### config.mk
export PLATFORM = sky130hd
export DESIGN_NAME = multicycle_control_flat
export DESIGN_NICKNAME = d
export VERILOG_FILES = /design/src/rtl/multicycle_control_if.sv /design/src/rtl/multicycle_control.sv /design/src/flat_wrapper.sv
export SDC_FILE = /design/constraint.sdc
export NUM_CORES = 1
export LEC_CHECK = 0
export CAP_MARGIN = 10
export CELL_PAD_IN_SITES_DETAIL_PLACEMENT = 0
export CELL_PAD_IN_SITES_GLOBAL_PLACEMENT = 1
export CORE_MARGIN = 2
export CORE_UTILIZATION = 27
export CTS_BUF_LIST = sky130_fd_sc_hd__clkbuf_8
export CTS_CLUSTER_DIAMETER = 150
export DETAILED_ROUTE_END_ITERATION = 12
export PLACE_DENSITY = 0.8
export SYNTH_ARGS = -nofsm -noshare
export SYNTH_HDL_FRONTEND = slang
export SYNTH_SLANG_ARGS = --single-unit
### constraint.sdc
create_clock -name clk -period 1.7 [get_ports clk]
set_input_delay 0.34 -clock clk [delete_from_list [all_inputs] [get_ports clk]]
set_output_delay 0.34 -clock clk [all_outputs]
set_load 0.005 [all_outputs]
### src/rtl/multicycle_control_if.sv
// Control bundle between the multicycle controller and the RV64 datapath/memories.
// master = controller side, slave = datapath side.
interface multicycle_control_if;
    logic [31:0] instruction;
    logic        imem_ready;
    logic        dmem_ready;

    logic        PCWrite;
    logic        PCWriteCond;
    logic        BranchNe;
    logic [1:0]  PCSource;
    logic        ALUSrcA;
    logic [1:0]  ALUSrcB;
    logic [1:0]  ALUOp;
    logic        LoadAOut;
    logic        RegWrite;
    logic        LoadRegA;
    logic        LoadRegB;
    logic [1:0]  RegSrc;
    logic        DMemRead;
    logic        DMemWrite;
    logic        LoadMDR;
    logic        IMemRead;
    logic        IRWrite;
    logic        instr_retired;
    logic        trap;
    logic [1:0]  trap_cause;
    logic [3:0]  state_dbg;

    modport master (
        input  instruction, imem_ready, dmem_ready,
        output PCWrite, PCWriteCond, BranchNe, PCSource, ALUSrcA, ALUSrcB, ALUOp,
               LoadAOut, RegWrite, LoadRegA, LoadRegB, RegSrc, DMemRead, DMemWrite,
               LoadMDR, IMemRead, IRWrite, instr_retired, trap, trap_cause, state_dbg
    );

    modport slave (
        output instruction, imem_ready, dmem_ready,
        input  PCWrite, PCWriteCond, BranchNe, PCSource, ALUSrcA, ALUSrcB, ALUOp,
               LoadAOut, RegWrite, LoadRegA, LoadRegB, RegSrc, DMemRead, DMemWrite,
               LoadMDR, IMemRead, IRWrite, instr_retired, trap, trap_cause, state_dbg
    );
endinterface

### src/rtl/multicycle_control.sv
// Multicycle control FSM for the RV64 subset datapath: sequences datapath flags,
// waits on imem/dmem ready with a bounded timeout, and traps on illegal opcodes.
module multicycle_control #(
    parameter int TIMEOUT_CYCLES = 15,
    parameter bit ENABLE_JAL     = 1'b1
) (
    input logic           clk,
    input logic           reset,
    multicycle_control_if.master bus
);
    typedef enum logic [3:0] {
        FETCH    = 4'd0,
        DECODE   = 4'd1,
        MEM_ADDR = 4'd2,
        MEM_LD   = 4'd3,
        MEM_SD   = 4'd4,
        WB_MEM   = 4'd5,
        EXEC_R   = 4'd6,
        EXEC_I   = 4'd7,
        WB_ALU   = 4'd8,
        BRANCH   = 4'd9,
        LUI      = 4'd10,
        JAL      = 4'd11,
        TRAP     = 4'd12
    } state_t;

    typedef struct packed {
        logic       PCWrite;
        logic       PCWriteCond;
        logic       BranchNe;
        logic [1:0] PCSource;
        logic       ALUSrcA;
        logic [1:0] ALUSrcB;
        logic [1:0] ALUOp;
        logic       LoadAOut;
        logic       RegWrite;
        logic       LoadRegA;
        logic       LoadRegB;
        logic [1:0] RegSrc;
        logic       DMemRead;
        logic       DMemWrite;
        logic       LoadMDR;
        logic       IMemRead;
        logic       IRWrite;
        logic       instrRetired;
    } ctrl_t;

    localparam logic [6:0] OP_LD  = 7'b0000011;
    localparam logic [6:0] OP_SD  = 7'b0100011;
    localparam logic [6:0] OP_R   = 7'b0110011;
    localparam logic [6:0] OP_I   = 7'b0010011;
    localparam logic [6:0] OP_BR  = 7'b1100011;
    localparam logic [6:0] OP_LUI = 7'b0110111;
    localparam logic [6:0] OP_JAL = 7'b1101111;

    // A zero timeout still needs a 1-bit counter to keep the logic legal; it just never counts.
    localparam int            CW     = (TIMEOUT_CYCLES > 0) ? $clog2(TIMEOUT_CYCLES + 1) : 1;
    localparam bit            TO_EN  = (TIMEOUT_CYCLES > 0);
    localparam logic [CW-1:0] TO_MAX = CW'(TIMEOUT_CYCLES);

    state_t        state, nextState;
    logic [CW-1:0] waitCount;
    logic [1:0]    cause, nextCause;
    ctrl_t         ctrl, ctrlOut;
    logic          memWait, timedOut, illegal;
    logic [6:0]    opcode;
    logic [2:0]    funct3;
    logic          unusedInstr;

    assign opcode      = bus.instruction[6:0];
    assign funct3      = bus.instruction[14:12];
    assign unusedInstr = ^{bus.instruction[31:15], bus.instruction[11:7]};

    always_comb begin
        memWait  = ((state == FETCH) && !bus.imem_ready) ||
                   (((state == MEM_LD) || (state == MEM_SD)) && !bus.dmem_ready);
        timedOut = TO_EN && memWait && (waitCount == TO_MAX);
    end

    always_ff @(posedge clk) begin
        if (reset) begin
            state     <= FETCH;
            waitCount <= '0;
            cause     <= 2'b00;
        end else begin
            state <= nextState;
            cause <= nextCause;
            // Any state change clears the count, so each wait state starts fresh on entry.
            if (nextState != state)
                waitCount <= '0;
            else if (TO_EN && memWait && (waitCount != TO_MAX))
                waitCount <= waitCount + 1'b1;
        end
    end

    always_comb begin
        ctrl      = '0;
        nextState = state;
        nextCause = cause;
        illegal   = 1'b0;
        case (state)
            FETCH: begin
                ctrl.IMemRead = 1'b1;
                if (bus.imem_ready) begin
                    ctrl.IRWrite = 1'b1;
                    ctrl.PCWrite = 1'b1;
                    ctrl.ALUSrcB = 2'b01;
                    nextState    = DECODE;
                end else if (timedOut) begin
                    nextState = TRAP;
                    nextCause = 2'b10;
                end
            end
            DECODE: begin
                ctrl.LoadRegA = 1'b1;
                ctrl.LoadRegB = 1'b1;
                ctrl.LoadAOut = 1'b1;
                ctrl.ALUSrcB  = 2'b11;
                case (opcode)
                    OP_LD, OP_SD: nextState = MEM_ADDR;
                    OP_R:         nextState = EXEC_R;
                    OP_I:         nextState = EXEC_I;
                    OP_BR:        if (funct3[2:1] == 2'b00) nextState = BRANCH; else illegal = 1'b1;
                    OP_LUI:       nextState = LUI;
                    OP_JAL:       if (ENABLE_JAL) nextState = JAL; else illegal = 1'b1;
                    default:      illegal = 1'b1;
                endcase
                if (illegal) begin
                    nextState = TRAP;
                    nextCause = 2'b01;
                end
            end
            MEM_ADDR: begin
                ctrl.LoadAOut = 1'b1;
                ctrl.ALUSrcA  = 1'b1;
                ctrl.ALUSrcB  = 2'b10;
                nextState     = (opcode == OP_SD) ? MEM_SD : MEM_LD;
            end
            MEM_LD: begin
                ctrl.DMemRead = 1'b1;
                if (bus.dmem_ready) begin
                    ctrl.LoadMDR = 1'b1;
                    nextState    = WB_MEM;
                end else if (timedOut) begin
                    nextState = TRAP;
                    nextCause = 2'b11;
                end
            end
            MEM_SD: begin
                ctrl.DMemWrite = 1'b1;
                if (bus.dmem_ready) begin
                    ctrl.instrRetired = 1'b1;
                    nextState         = FETCH;
                end else if (timedOut) begin
                    nextState = TRAP;
                    nextCause = 2'b11;
                end
            end
            WB_MEM: begin
                ctrl.RegWrite     = 1'b1;
                ctrl.RegSrc       = 2'b01;
                ctrl.instrRetired = 1'b1;
                nextState         = FETCH;
            end
            EXEC_R: begin
                ctrl.LoadAOut = 1'b1;
                ctrl.ALUSrcA  = 1'b1;
                ctrl.ALUOp    = 2'b10;
                nextState     = WB_ALU;
            end
            EXEC_I: begin
                ctrl.LoadAOut = 1'b1;
                ctrl.ALUSrcA  = 1'b1;
                ctrl.ALUSrcB  = 2'b10;
                ctrl.ALUOp    = 2'b11;
                nextState     = WB_ALU;
            end
            WB_ALU: begin
                ctrl.RegWrite     = 1'b1;
                ctrl.instrRetired = 1'b1;
                nextState         = FETCH;
            end
            BRANCH: begin
                ctrl.PCWriteCond  = 1'b1;
                ctrl.PCSource     = 2'b01;
                ctrl.ALUSrcA      = 1'b1;
                ctrl.ALUOp        = 2'b01;
                ctrl.BranchNe     = funct3[0];
                ctrl.instrRetired = 1'b1;
                nextState         = FETCH;
            end
            LUI: begin
                ctrl.RegWrite     = 1'b1;
                ctrl.RegSrc       = 2'b11;
                ctrl.instrRetired = 1'b1;
                nextState         = FETCH;
            end
            JAL: begin
                ctrl.RegWrite     = 1'b1;
                ctrl.RegSrc       = 2'b10;
                ctrl.PCWrite      = 1'b1;
                ctrl.PCSource     = 2'b10;
                ctrl.instrRetired = 1'b1;
                nextState         = FETCH;
            end
            TRAP:    nextState = TRAP;
            default: nextState = FETCH;
        endcase
    end

    // Reset overrides everything combinationally so no write strobe leaks out mid-instruction.
    assign ctrlOut = reset ? '0 : ctrl;

    assign bus.PCWrite       = ctrlOut.PCWrite;
    assign bus.PCWriteCond   = ctrlOut.PCWriteCond;
    assign bus.BranchNe      = ctrlOut.BranchNe;
    assign bus.PCSource      = ctrlOut.PCSource;
    assign bus.ALUSrcA       = ctrlOut.ALUSrcA;
    assign bus.ALUSrcB       = ctrlOut.ALUSrcB;
    assign bus.ALUOp         = ctrlOut.ALUOp;
    assign bus.LoadAOut      = ctrlOut.LoadAOut;
    assign bus.RegWrite      = ctrlOut.RegWrite;
    assign bus.LoadRegA      = ctrlOut.LoadRegA;
    assign bus.LoadRegB      = ctrlOut.LoadRegB;
    assign bus.RegSrc        = ctrlOut.RegSrc;
    assign bus.DMemRead      = ctrlOut.DMemRead;
    assign bus.DMemWrite     = ctrlOut.DMemWrite;
    assign bus.LoadMDR       = ctrlOut.LoadMDR;
    assign bus.IMemRead      = ctrlOut.IMemRead;
    assign bus.IRWrite       = ctrlOut.IRWrite;
    assign bus.instr_retired = ctrlOut.instrRetired;
    assign bus.trap          = !reset && (state == TRAP);
    assign bus.trap_cause    = reset ? 2'b00 : cause;
    assign bus.state_dbg     = reset ? 4'd0 : state;
endmodule

### src/flat_wrapper.sv
// flat-port wrapper written by rule: the top's interface ports become plain ports
module multicycle_control_flat 
#(
    parameter int TIMEOUT_CYCLES = 15,
    parameter bit ENABLE_JAL     = 1'b1
)
  (clk, reset, bus_instruction, bus_imem_ready, bus_dmem_ready, bus_PCWrite, bus_PCWriteCond, bus_BranchNe, bus_PCSource, bus_ALUSrcA, bus_ALUSrcB, bus_ALUOp, bus_LoadAOut, bus_RegWrite, bus_LoadRegA, bus_LoadRegB, bus_RegSrc, bus_DMemRead, bus_DMemWrite, bus_LoadMDR, bus_IMemRead, bus_IRWrite, bus_instr_retired, bus_trap, bus_trap_cause, bus_state_dbg);
  multicycle_control_if bus_i ();
  input logic clk;
  input logic reset;
  input wire logic [$bits(bus_i.instruction)-1:0] bus_instruction;
  input wire logic [$bits(bus_i.imem_ready)-1:0] bus_imem_ready;
  input wire logic [$bits(bus_i.dmem_ready)-1:0] bus_dmem_ready;
  output wire logic [$bits(bus_i.PCWrite)-1:0] bus_PCWrite;
  output wire logic [$bits(bus_i.PCWriteCond)-1:0] bus_PCWriteCond;
  output wire logic [$bits(bus_i.BranchNe)-1:0] bus_BranchNe;
  output wire logic [$bits(bus_i.PCSource)-1:0] bus_PCSource;
  output wire logic [$bits(bus_i.ALUSrcA)-1:0] bus_ALUSrcA;
  output wire logic [$bits(bus_i.ALUSrcB)-1:0] bus_ALUSrcB;
  output wire logic [$bits(bus_i.ALUOp)-1:0] bus_ALUOp;
  output wire logic [$bits(bus_i.LoadAOut)-1:0] bus_LoadAOut;
  output wire logic [$bits(bus_i.RegWrite)-1:0] bus_RegWrite;
  output wire logic [$bits(bus_i.LoadRegA)-1:0] bus_LoadRegA;
  output wire logic [$bits(bus_i.LoadRegB)-1:0] bus_LoadRegB;
  output wire logic [$bits(bus_i.RegSrc)-1:0] bus_RegSrc;
  output wire logic [$bits(bus_i.DMemRead)-1:0] bus_DMemRead;
  output wire logic [$bits(bus_i.DMemWrite)-1:0] bus_DMemWrite;
  output wire logic [$bits(bus_i.LoadMDR)-1:0] bus_LoadMDR;
  output wire logic [$bits(bus_i.IMemRead)-1:0] bus_IMemRead;
  output wire logic [$bits(bus_i.IRWrite)-1:0] bus_IRWrite;
  output wire logic [$bits(bus_i.instr_retired)-1:0] bus_instr_retired;
  output wire logic [$bits(bus_i.trap)-1:0] bus_trap;
  output wire logic [$bits(bus_i.trap_cause)-1:0] bus_trap_cause;
  output wire logic [$bits(bus_i.state_dbg)-1:0] bus_state_dbg;
  assign bus_i.instruction = bus_instruction;
  assign bus_i.imem_ready = bus_imem_ready;
  assign bus_i.dmem_ready = bus_dmem_ready;
  assign bus_PCWrite = bus_i.PCWrite;
  assign bus_PCWriteCond = bus_i.PCWriteCond;
  assign bus_BranchNe = bus_i.BranchNe;
  assign bus_PCSource = bus_i.PCSource;
  assign bus_ALUSrcA = bus_i.ALUSrcA;
  assign bus_ALUSrcB = bus_i.ALUSrcB;
  assign bus_ALUOp = bus_i.ALUOp;
  assign bus_LoadAOut = bus_i.LoadAOut;
  assign bus_RegWrite = bus_i.RegWrite;
  assign bus_LoadRegA = bus_i.LoadRegA;
  assign bus_LoadRegB = bus_i.LoadRegB;
  assign bus_RegSrc = bus_i.RegSrc;
  assign bus_DMemRead = bus_i.DMemRead;
  assign bus_DMemWrite = bus_i.DMemWrite;
  assign bus_LoadMDR = bus_i.LoadMDR;
  assign bus_IMemRead = bus_i.IMemRead;
  assign bus_IRWrite = bus_i.IRWrite;
  assign bus_instr_retired = bus_i.instr_retired;
  assign bus_trap = bus_i.trap;
  assign bus_trap_cause = bus_i.trap_cause;
  assign bus_state_dbg = bus_i.state_dbg;
  multicycle_control #(.TIMEOUT_CYCLES(TIMEOUT_CYCLES), .ENABLE_JAL(ENABLE_JAL)) u_core (.clk(clk), .reset(reset), .bus(bus_i));
endmodule
* Word-level counts from Yosys, hierarchy flattened
Index checks and enable logic that the tools add are counted.
** Word-level totals
- Flip-flop bits (word level) :: 10
** Operators by class
- Multiplexer cells :: 39
- Add/subtract/negate cells :: 1
- Eq/ne operators :: 27
- Reduce and logical (&&, ||, !) cells :: 24
** Operator list (number)
- 4-bit 2-to-1 mux :: 7
- 4-bit case mux with 7 select lines :: 1
- 4-bit == test (second input constant) :: 6
- 2-bit case mux with 3 select lines :: 4
- 4-bit case mux with 6 select lines :: 1
- 22-bit 2-to-1 mux :: 1
- 7-bit by 6-bit == test with 1-bit output (second input constant) :: 3
- 2-bit 2-to-1 mux :: 9
- 4-bit by 3-bit == test with 1-bit output (second input constant) :: 4
- 7-bit == test (second input constant) :: 2
- 4-bit OR reduction :: 3
- 1-bit 2-to-1 mux :: 11
- 2-bit OR reduction :: 5
- 4-bit by 2-bit == test with 1-bit output (second input constant) :: 2
- 7-bit by 2-bit == test with 1-bit output (second input constant) :: 1
- 7-bit by 5-bit == test with 1-bit output (second input constant) :: 1
- 2-bit by 1-bit != test with 1-bit output (second input constant) :: 3
- 1-bit case mux with 2 select lines :: 3
- 6-bit AND reduction :: 1
- 6-bit OR reduction :: 1
- 1-bit logical AND :: 5
- 5-bit OR reduction :: 1
- 4-bit by 1-bit adder with 4-bit output (second input constant) :: 1
- 4-bit by 1-bit == test with 1-bit output (second input constant) :: 1
- 10 further kinds :: 14

* Longest topological paths before layout
- Word-level depth :: 10
- Gate-level depth with buffers :: 7
- Depth with buffers taken out :: 6

* Worst setup path after synthesis
No wires, ideal clock.
- Path kind :: reg2out
- Start :: register u_core.state[1]
- End :: output port bus_RegWrite
- Data required time :: 1360 ps
- Data arrival time :: 1327 ps
- Setup slack :: 33 ps
- Buffers on the path :: 2
- Cell stages (with the launch flop) :: 6
- Cells stage by stage :: dfxtp_1 -> buf_2 -> buf_2 -> nand2b_1 -> or2_2 -> a21oi_1
** On the way
- Word-level cells in the longest chain between the ends :: 4
** Ends and longest elaborated chain
- start: declaration :: RTL line multicycle_control.sv:61 : state_t state, nextState;
- start signal: assignment :: RTL line multicycle_control.sv:86 : state <= nextState;
- 4-bit == test or 4-bit by 3-bit == test with 1-bit output (tied branches) :: RTL line multicycle_control.sv:101 : case (state)
- 4-bit OR reduction (no line) *
- 1-bit 2-to-1 mux * :: RTL line multicycle_control.sv:101
- 22-bit 2-to-1 mux * :: RTL line multicycle_control.sv:212 : assign ctrlOut = reset ? '0 : ctrl;
- end: declaration :: RTL line flat_wrapper.sv:22 : output wire logic [$bits(bus_i.RegWrite)-1:0] bus_RegWrite;
Mark *: on every way between the ends. The rest lies on a longest branch, timed or not.

* Worst setup path after layout
- Start :: register u_core.state[1]
- End :: register u_core.waitCount[1]
** On the way
- Word-level cells in the longest chain between the ends :: 10
** Ends and longest elaborated chain
- 4-bit by 2-bit == test with 1-bit output or 4-bit by 3-bit == test with 1-bit output (tied branches) :: RTL line multicycle_control.sv:76, multicycle_control.sv:101
- 1-bit logical OR :: RTL line multicycle_control.sv:76 : (((state == MEM_LD) || (state == MEM_SD)) && !bus.dmem_ready);
- 1-bit logical AND :: RTL line multicycle_control.sv:76
- 1-bit logical OR :: RTL line multicycle_control.sv:75 : memWait = ((state == FETCH) && !bus.imem_ready) ||
- 1-bit logical AND :: RTL line multicycle_control.sv:77 : timedOut = TO_EN && memWait && (waitCount == TO_MAX);
- 4-bit 2-to-1 mux :: RTL line multicycle_control.sv:109, multicycle_control.sv:144, multicycle_control.sv:154
- 4-bit 2-to-1 mux, on equally long branches :: RTL line multicycle_control.sv:151, multicycle_control.sv:104, multicycle_control.sv:141
- 4-bit case mux with 7 select lines :: RTL line multicycle_control.sv:101
- 4-bit != test :: RTL line multicycle_control.sv:89 : if (nextState != state)
- 2-bit OR reduction (no line)
- end signal: assignment :: RTL line multicycle_control.sv:92 : waitCount <= waitCount + 1'b1;
- end: declaration :: RTL line multicycle_control.sv:62 : logic [CW-1:0] waitCount;
Parallel ways exist; a longest one is shown, timed or not.
A chain may end at the register's enable or synchronous reset.

==> results.ini <==
[logic_synthesis]
synth_edf_count = 0
async_flop_share = 0
ys_seq_elements = 10
avgSynthCellArea_um2 = 7.098
synth_cells = 165
synthFlopType = dfxtp_1
synth.distinct_cells = 56
ys_seq_area_frac = 0.1709
syn-num-nets = 202
netlist_area_um2 = 1171
yosysWarnings = 0

[clock_tree]
cts_root_buf = clkbuf_8
clock_sinks = 10
ctsLongestPathBuffers = 2
cts_made_buffers = 3
hold_buffers = 0
cts_tree = built
cts.htree.levels = 1
clk_latency_ns = 0.24
path_clk_slew_ns = 0.05

[place]
numPortBuffers = 42
dp_cells = 290
place_ws_ns = -0.6051
hpwl_um = 2790
gp_congestion = 0.8112

[critical_path]
path_cells = buf_6 > buf_6 > buf_8 > nor4bb_4 > or3_1 > a221o_1 > nand4_1 > nor3_1
crit_path_max_fanout = 6
worst_r2r_endpoint = u_core.waitCount[1]$_SDFFE_PP0P_
slowest_delay_ns = 0.36
required_ns = 1.82
start_kind = flip-flop
path_common_cell = buf_6
cp.arrival_ns = 2.12
rr_worst_depth = 8
crit_path_end_kind = flip-flop
regToRegStartpoint = u_core.state[1]$_SDFF_PP0_
slowest_stage = a221o_1
r2r_slack_ns = -0.30
crit_type = reg2reg

[sta]
finalClockSkew_ns = 0.001310
slew_violations = 0
fmax_mhz = 499.2
setup-tns-final_ns = -2.968
hold_violations = 0
post-route-period-util = 1.178
finalCriticalPeriod_ns = 2.003
relSlewSlack = 0.7031
fin_ws_ns = -0.3033
tightest_slew_ns = 0.4393
rsz0062_at_grt = true
setup_viol_count_final = 23

[global_routing]
antenna_found_initial = 0
grt_max_degree = 13
first_global_vias = 1619
grt_usage = 0.1876
grt_pass1_wl_um = 7652
grt_overflow = 0

[die]
rows = 23
ios = 65
die_y_um = 69.86
die_x_um = 69.86
die_area_um2 = 4880
start_util = 0.2866
core_area_um2 = 4086

[detailed_routing]
routed_via_density = 5.207
totalWireLength_um = 5124
drt_iter0_markers = 93
drcViolationCount = 0
ant_nets = 0
drtPass1Iterations = 4
routedWlPerCell_um = 15.62
vias = 1708

[hold_path]
hold_depth = 2
hold_path.class = reg2reg
hold_start = u_core.cause[1]$_SDFFE_PP0P_
whs_endpoint = u_core.cause[1]$_SDFFE_PP0P_

[power_and_ir_drop]
power_density_nw_per_um2 = 460.7
leakagePower_nw = 1.201
peakVddDrop_v = 0.0002023

[layout]
drive_gt1_frac = 0.6475
diodes = 0
syn_to_final_growth_pct = 125.0
layout.nets = 316
final_cells = 328
fill_cells = 339

[outcome]
status = complete, but fails checks
violations = negative setup slack

[flow_run]
drv_cap = 0

placed cells by master (no fill, tap or decap), types with 4 or more instances in the layout:
cell / netlist / layout
nor2b_1: 4 / 4
dfxtp_1: 10 / 6
dlygate4sd2_1: 0 / 8
nand2_1: 12 / 8
clkdlybuf4s50_1: 0 / 4
nand3_1: 7 / 5
nor2_2: 0 / 6
a21oi_1: 12 / 6
buf_4: 2 / 55
nor2_4: 0 / 6
nor2_1: 24 / 12
buf_2: 5 / 20
buf_6: 2 / 25
nor3_1: 12 / 5
nand2b_4: 0 / 4
dlymetal6s2s_1: 0 / 4
nor3_2: 0 / 5
a21oi_2: 0 / 6
clkbuf_8: 0 / 4
and2_1: 4 / 4
cells by family after synthesis:
| logic type | count (synthesis) | synth area share |
|---|---|---|
| XOR/XNOR | 5 | 0.04381 |
| flip-flops | 10 | 0.1709 |
| AND/OR/NAND/NOR | 90 | 0.4455 |
| adder cells (fa/ha/maj) | 1 | 0.01068 |
| buffers and inverters | 19 | 0.08545 |
| AO/OA/AOI/OAI | 39 | 0.2350 |
| multiplexers | 1 | 0.008547 |
cells in the mapped netlist (2+ instances only):
library cell | number | area (um2)
o31ai_1 | 2 | 15.01
nor2_1 | 24 | 90.09
nor3_1 | 12 | 60.06
a41oi_1 | 2 | 17.52
buf_4 | 2 | 15.01
nor2b_1 | 4 | 25.02
buf_6 | 2 | 22.52
clkbuf_1 | 4 | 15.01
inv_1 | 4 | 15.01
nand3_1 | 7 | 35.03
nand2b_1 | 5 | 31.28
nand2_1 | 12 | 45.04
and2_1 | 4 | 25.02
a21oi_1 | 12 | 60.06
dfxtp_1 | 10 | 200.2
nor4bb_1 | 2 | 20.02
xnor2_1 | 3 | 26.28
o21ai_0 | 7 | 35.03
buf_2 | 5 | 25.02
or3_1 | 2 | 12.51
o31a_1 | 3 | 26.28
or3b_1 | 2 | 17.52
a31oi_1 | 2 | 12.51
through the flow:
step | power [W] | util | hold WS [ns] | area [um2]
floorplan | 0.0004785 | - | 0.4447 | 1171
global placement | 0.0006865 | 0.4712 | 0.4563 | 1926
detailed placement | 0.0006883 | 0.4712 | 0.4647 | 1926
CTS | 0.001124 | 0.5814 | 0.4820 | 2376
global route | 0.001274 | 0.6448 | 0.4775 | 2635
finish | 0.001214 | 0.6448 | 0.4609 | 2635
repair_timing:
item                       4_1_cts  5_1_grt
gates resized for setup        187       53
setup endpoints to repair       39       33
setup buffers                   22       16
pin swaps                       29       31
routing by layer:
metal  vias up  GRT usage  wire (um)
met4         0    0.06410        155
met5         -          0          0
li1        822          -          -
met2        69     0.3386       2713
met1       802     0.2339       1934
met3        15    0.01299        321
worst max-delay path: cells and delay by family, from the launching register on:
| family | cells | cell delay [ns] |
|---|---|---|
| DFF | 1 | 0.35 |
| and+or+nand+nor | 4 | 0.82 |
| AOI/OAI and AO/OA | 1 | 0.36 |
| buffers and inverters | 3 | 0.36 |
report_power, final:
group          switching (W)  leakage, nW  internal (W)
Combinational       0.000298         1.09      0.000345
Sequential         0.0000190       0.0840      0.000251
Clock              0.0000964       0.0288      0.000204
Total               0.000414         1.20      0.000800
worst max-delay path by stage:
stage                                    start                          endpoint  cells after the start
global route        u_core.state[1]$_SDFF_PP0_  u_core.waitCount[0]$_SDFFE_PP0P_                      9
finish              u_core.state[1]$_SDFF_PP0_  u_core.waitCount[1]$_SDFFE_PP0P_                      8
CTS                 u_core.state[1]$_SDFF_PP0_                      bus_LoadAOut                      5
floorplan           u_core.state[1]$_SDFF_PP0_                      bus_RegWrite                      5
global placement                         reset                    bus_ALUSrcB[0]                      6
detailed placement                       reset                    bus_ALUSrcB[0]                      6
state kept, by name, summed over array words and instances (netlist names):
signal,count
u_core.cause,2
u_core.waitCount,4
u_core.state,4
layout make-up:
cell class                 instances  area, um2  share of cell area
clock buffer                       4      55.05             0.02089
inverter                           5      21.27            0.008072
multi-input combinational        136       1259              0.4777
sequential                        10      212.7             0.08072
tap                               50      62.56             0.02374
timing repair buffer             123       1025              0.3889
Note: power is estimated with default switching activity, not from simulation.
